<file path="src/rtl/vram_fill.sv">
// Rectangle-fill engine driving the VRAM write port: one pixel write per cycle, row-major.
// Latency: first write one cycle after command acceptance; done one cycle after the last write.
// Backpressure: vram_busy stalls the walk cycle-by-cycle; cmd_ready is high only while idle.
//
// Ports:
//   clk_53_2MHz, rst           - system clock, asynchronous active-high reset
//   cmd_valid/cmd_ready        - fill command handshake (accepted on valid & ready)
//   cmd_x/cmd_y/cmd_w/cmd_h    - rectangle origin (column, line) and size (pixels, lines)
//   cmd_mode/cmd_color         - pixel mode code and 24-bit fill word
//   vram_busy                  - VRAM port owned by another master this cycle
//   vram_*                     - VRAM port: address, mode, write strobe, data, drive enable
//   done                       - one-cycle pulse after the last write of a command
module vram_fill (
    input  logic        clk_53_2MHz,
    input  logic        rst,
    input  logic        cmd_valid,
    output logic        cmd_ready,
    input  logic [11:0] cmd_x,
    input  logic [8:0]  cmd_y,
    input  logic [12:0] cmd_w,
    input  logic [9:0]  cmd_h,
    input  logic [3:0]  cmd_mode,
    input  logic [23:0] cmd_color,
    input  logic        vram_busy,
    output logic [8:0]  vram_line,
    output logic [11:0] vram_col,
    output logic [3:0]  vram_mode,
    output logic        vram_we,
    output logic        vram_re,
    output logic [23:0] vram_data_out,
    output logic        vram_data_oe,
    output logic        done
);

    typedef enum logic [1:0] {
        IDLE = 2'd0,
        FILL = 2'd1,
        DONE = 2'd2
    } state_t;

    state_t state, state_nxt;

    // Latched command and walk counters
    logic [11:0] x_q;
    logic [11:0] col_cnt;
    logic [11:0] end_col;
    logic [8:0]  line_cnt;
    logic [8:0]  end_line;
    logic [3:0]  mode_q;
    logic [23:0] color_q;

    // Clipping of the incoming command against the 4096 x 512 surface
    logic [12:0] w_room;
    logic [12:0] w_eff;
    logic [9:0]  h_room;
    logic [9:0]  h_eff;
    logic [11:0] end_col_nxt;
    logic [8:0]  end_line_nxt;
    logic        empty_rect;

    logic accept;
    logic wr;
    logic last_col;
    logic last_wr;

    always_comb begin
        w_room = 13'd4096 - {1'b0, cmd_x};
        h_room = 10'd512 - {1'b0, cmd_y};
        w_eff  = (cmd_w < w_room) ? cmd_w : w_room;
        h_eff  = (cmd_h < h_room) ? cmd_h : h_room;
        // Modulo-4096 arithmetic: a full-width rectangle (w_eff=4096, x=0)
        // has w_eff[11:0]=0 and correctly yields end column 4095.
        end_col_nxt  = cmd_x + w_eff[11:0] - 12'd1;
        end_line_nxt = cmd_y + h_eff[8:0] - 9'd1;
        empty_rect   = (w_eff == 13'd0) || (h_eff == 10'd0);
    end

    assign accept   = (state == IDLE) && cmd_valid;
    assign wr       = (state == FILL) && !vram_busy;
    assign last_col = (col_cnt == end_col);
    assign last_wr  = wr && last_col && (line_cnt == end_line);

    always_ff @(posedge clk_53_2MHz or posedge rst) begin
        if (rst) begin
            state <= IDLE;
        end else begin
            state <= state_nxt;
        end
    end

    always_comb begin
        state_nxt     = state;
        cmd_ready     = 1'b0;
        done          = 1'b0;
        vram_we       = 1'b0;
        vram_data_oe  = 1'b0;
        vram_re       = 1'b0;
        case (state)
            IDLE: begin
                cmd_ready = 1'b1;
                if (cmd_valid) begin
                    state_nxt = empty_rect ? DONE : FILL;
                end
            end
            FILL: begin
                vram_we      = wr;
                vram_data_oe = wr;
                if (last_wr) begin
                    state_nxt = DONE;
                end
            end
            DONE: begin
                done      = 1'b1;
                state_nxt = IDLE;
            end
            default: begin
                state_nxt = IDLE;
            end
        endcase
    end

    always_ff @(posedge clk_53_2MHz or posedge rst) begin
        if (rst) begin
            x_q      <= 12'd0;
            col_cnt  <= 12'd0;
            end_col  <= 12'd0;
            line_cnt <= 9'd0;
            end_line <= 9'd0;
            mode_q   <= 4'd0;
            color_q  <= 24'd0;
        end else if (accept) begin
            x_q      <= cmd_x;
            col_cnt  <= cmd_x;
            line_cnt <= cmd_y;
            end_col  <= end_col_nxt;
            end_line <= end_line_nxt;
            mode_q   <= cmd_mode;
            color_q  <= cmd_color;
        end else if (wr) begin
            if (last_col) begin
                col_cnt <= x_q;
                // Hold the line on the final write so a fill ending on
                // line 511 never rolls the address over to line 0.
                if (!last_wr) begin
                    line_cnt <= line_cnt + 9'd1;
                end
            end else begin
                col_cnt <= col_cnt + 12'd1;
            end
        end
    end

    assign vram_line     = line_cnt;
    assign vram_col      = col_cnt;
    assign vram_mode     = mode_q;
    assign vram_data_out = color_q;

endmodule
</file>
<file path="config.mk">
export PLATFORM = sky130hd
export DESIGN_NAME = vram_fill
export DESIGN_NICKNAME = d
export VERILOG_FILES = /design/src/rtl/vram_fill.sv
export SDC_FILE = /design/constraint.sdc
export NUM_CORES = 1
export LEC_CHECK = 0
export BUFFER_PORTS_ARGS = -buffer_cell sky130_fd_sc_hd__buf_4
export CELL_PAD_IN_SITES_DETAIL_PLACEMENT = 0
export CELL_PAD_IN_SITES_GLOBAL_PLACEMENT = 1
export CORE_UTILIZATION = 45
export CTS_BUF_LIST = sky130_fd_sc_hd__clkbuf_4 sky130_fd_sc_hd__clkbuf_8
export DETAILED_ROUTE_END_ITERATION = 7
export GPL_TIMING_DRIVEN = 0
export PLACE_DENSITY = 0.95
export RECOVER_POWER = 100
export SYNTH_ARGS = -nofsm -noshare
export SYNTH_HDL_FRONTEND = slang
export SYNTH_SLANG_ARGS = --single-unit
</file>
<file path="constraint.sdc">
create_clock -name clk_53_2MHz -period 7.96 [get_ports clk_53_2MHz]
set_input_delay 1.592 -clock clk_53_2MHz [delete_from_list [all_inputs] [get_ports clk_53_2MHz]]
set_output_delay 1.592 -clock clk_53_2MHz [all_outputs]
set_load 0.01 [all_outputs]
</file>
==> results.sh <==
export IMPL_total_switching_power_uw=884
export IMPL_power_density_nw_per_um2=281
export IMPL_io_buffer_count=126
export IMPL_crit_top_cell="sky130_fd_sc_hd__ha_1"
export IMPL_h_tree_depth=3
export IMPL_cts_repair_resize_count=0
export IMPL_final_core_util_pct=55.6
export IMPL_netlist_area_leader_share_pct=33.8
export IMPL_routed_wire_length_per_instance_um=15.2
export IMPL_postRouteWirelength_um=16300
export IMPL_detailroute_via_count=5637
export IMPL_synth_edff_count=0
export IMPL_status="complete, but fails checks"
export IMPL_cts_hold_fix_buffers=0
export IMPL_drc=0
export IMPL_tritoncts="yes"
export IMPL_grt_first_pass_wirelength_um=26200
export IMPL_chipWidth_um=120
export IMPL_synth_xor_xnor_area_share_pct=10.1
export IMPL_num_rows=42
export IMPL_cp_data_required_time_ns=8.24
export IMPL_cts_buffer_depth=2
export IMPL_top_post_synthesis_cells_by_area="sky130_fd_sc_hd__dfrtp_1 34%, sky130_fd_sc_hd__ha_1 11%, sky130_fd_sc_hd__nand2_1 9.4%"
export IMPL_num_antenna_cells=0
export IMPL_avgViaCountPerCell=5.27
export IMPL_slew_violations=66
export IMPL_remaining_global_route_overflow=0
export IMPL_syn_cell_area_um2=6220
export IMPL_synth_main_ff_cell="sky130_fd_sc_hd__dfrtp_1"
export IMPL_layout_worst_path_cycle_share_pct=88.5
export IMPL_chipHeight_um=120
export IMPL_most_common_cell_after_layout_fill_and_taps_aside="sky130_fd_sc_hd__nand2_1"
export IMPL_first_pass_iters=5
export IMPL_grt_start_max_net_pins=66
export IMPL_failed_checks="max-capacitance violations, max-slew violations"
export IMPL_maxCapViolCount=1
export IMPL_die_area_um2=14300
export IMPL_dp_final_hpwl_um=12900
export IMPL_critPathMaxStageDelay_ns=0.64
export IMPL_synthCells=750
export IMPL_io_pins=130
export IMPL_leakage_nw=3.68
export IMPL_yosysSeqAreaShare_pct=33.8
export IMPL_fin_setup_tns_ns=0
export IMPL_power_switching_share_pct=42.4
export IMPL_count_of_synthesis_stage_warnings_from_yosys=0
export IMPL_grt_setup_unrepaired="no"
export IMPL_synth_seq_cells=84
export IMPL_timing_hold_worst_class="reg2reg"
export IMPL_ctsRootBufferMaster="sky130_fd_sc_hd__clkbuf_8"
export IMPL_number_of_global_route_vias_before_repair=5286
export IMPL_timing_clock_skew_ns=0.00963
export IMPL_number_of_nets_in_the_layout=1023
export IMPL_place_area_um2=7420
export IMPL_crit_path_end_kind="flip-flop"
export IMPL_synth_largest_area_cell="sky130_fd_sc_hd__dfrtp_1"
export IMPL_ys_types=65
export IMPL_synth_simple_area_share_pct=20.8
export IMPL_cts_setup_buffers=0
export IMPL_worst_path_clk_slew_ns=0.08
export IMPL_postLayoutCellArea_um2=7420
export IMPL_path_delay_family="simple AND/OR/NAND/NOR gates"
export IMPL_finalCriticalPeriod_ns=7.04
export IMPL_numCtsBuffers=9
export IMPL_areaGrowthSynthToFinish_pct=19.3
export IMPL_post_synth_adder_cell_area_pct=12.3
export IMPL_report_final_hold_viol_count=0
export IMPL_drt_initial_drc_count=393
export IMPL_slew_limit_headroom_pct=-134
export IMPL_timing_setup_critical_path_class="in2reg"
export IMPL_final_antenna_net_count=0
export IMPL_share_of_power_burned_in_the_clock_network_pct=17.8
export IMPL_critPathLaunchType="input pin"
export IMPL_synth_net_count=885
export IMPL_dominant_combinational_cell_family_by_area_after_synthesis="simple AND/OR/NAND/NOR gates"
export IMPL_synthArstFlopShare_pct=100
export IMPL_clock_sink_count=84
export IMPL_synth_compound_gate_area_share_pct=13.5
export IMPL_worstSkewPairLatency_ns=0.36
export IMPL_syn_avg_cell_area_um2=8.30
export IMPL_worst_path_max_fanout=10
export IMPL_layout_common_cells="155 x sky130_fd_sc_hd__nand2_1, 84 x sky130_fd_sc_hd__dfrtp_1, 76 x sky130_fd_sc_hd__inv_1, 76 x sky130_fd_sc_hd__clkbuf_1, 71 x sky130_fd_sc_hd__buf_4"
export IMPL_initial_core_util_pct=46.6
export IMPL_initial_antenna_violation_count=0
export IMPL_design_core_area_um2=13300
export IMPL_crit_path_top_delay_cell="sky130_fd_sc_hd__or4b_2"
export IMPL_tightestPinTransition_ns=3.50
export IMPL_grt_total_usage_pct=23.4
export IMPL_post_synth_mux_area_share_pct=2.77
export IMPL_setup_viol_count_final=0
export IMPL_gp_congestion=0.906
export IMPL_fraction_of_layout_instances_using_a_drive_strength_above_1_pct=12.3
export IMPL_timing_critical_path_buf_inv=6
export IMPL_cellInternalPower_mw=1.20
export IMPL_p_seq_share_pct=38.8
export IMPL_fmax_mhz=142
export IMPL_total_power_mw=2.09
export IMPL_timing_critical_path_arrival_ns=7.33
export IMPL_comb_power_share_pct=43.4
export IMPL_vdd_ir_drop_worst_mv=0.160
-- cell usage after synthesis, drive strengths merged, types with 3 or more instances --
| cell | number |
|---|---|
| nor3 | 13 |
| a22oi | 10 |
| nand3 | 22 |
| or4 | 4 |
| nor4 | 11 |
| nand2 | 155 |
| dfrtp | 84 |
| and2 | 6 |
| ha | 57 |
| xor2 | 39 |
| nor2 | 30 |
| inv | 77 |
| nand4 | 11 |
| mux2i | 15 |
| xnor2 | 29 |
| buf | 9 |
| a21o | 10 |
| o311ai | 3 |
| clkbuf | 19 |
| nor2b | 3 |
| a31oi | 6 |
| or2 | 4 |
| o21bai | 4 |
| o21ai | 56 |
| nand2b | 5 |
| a21oi | 25 |
| and3 | 6 |
-- metal layers --
layer | share of wire (%) | GRT usage, % | vias to the layer above
li1 | - | - | 2812
met1 | 48 | 32.8 | 2614
met2 | 44 | 36.3 | 199
met3 | 7.4 | 5.89 | 12
met4 | 0.79 | 4.84 | 0
met5 | 0 | 0 | -
-- area by class of cell --
cell class / count / area [um^2]
well taps: 176 / 220
clock inverters: 6 / 111
flip-flops and latches: 84 / 2100
multi-input cells: 561 / 3690
repair buffers: 127 / 747
clock buffers: 10 / 131
inverters: 77 / 290
fillers: 1315 / 5930
plain buffers: 28 / 133
-- power by group through the flow --
stage / clock, mW / sequential [mW] / combinational (mW)
final: 0.371 / 0.810 / 0.907
after global routing: 0.391 / 0.835 / 1.03
after CTS: 0.377 / 0.810 / 1.01
after detailed placement: 0 / 0.815 / 1.01
after global placement: 0 / 0.811 / 0.988
after floorplan: 0 / 0.824 / 0.564
-- flip-flops by register name, indices dropped and copies added, names as in the netlist --
signal	count
vram_line	9
end_col	12
state	2
vram_col	12
end_line	9
vram_mode	4
vram_data_out	24
x_q	12
-- final timing paths --
check | startpoint | to | slack, ns | cells after the start
min in group asynchronous | rst | vram_data_out[14] | 1.36 | 2
max in group asynchronous | rst | x_q[7] | 2.86 | 3
max reg2reg | vram_col[0] | vram_line[7] | 5.19 | 7
min | vram_data_out[2] | vram_data_out[2] | 0.48 | 2
max | cmd_x[0] | end_col[11] | 0.92 | 27
min reg2reg | vram_data_out[2] | vram_data_out[2] | 0.48 | 2
-- through the flow --
stage          hold slack [ns]  cells  worst slack, ns
2_1_floorplan            0.441    750             1.54
3_3_place_gp             0.458   1052            0.812
3_5_place_dp             0.464   1053            0.774
4_1_cts                  0.483   1069             1.14
5_1_grt                  0.500   1069            0.521
6_report                 0.479   1069            0.916
-- cell families after synthesis --
family	Yosys count
other cells	1
fa+ha+maj	60
simple gates	278
flops	84
compound gates	136
xor+xnor	69
mux	17
buf+inv	105
-- worst reg2reg max path: cells and delay by family (launching register included) --
kind	cells	cell delay, ns
DFF	1	0.48
xor gates and xnor gates	2	0.40
AOI/OAI and AO/OA	2	1.05
and+or+nand+nor	3	0.75
(Power assumes the default switching activity.)
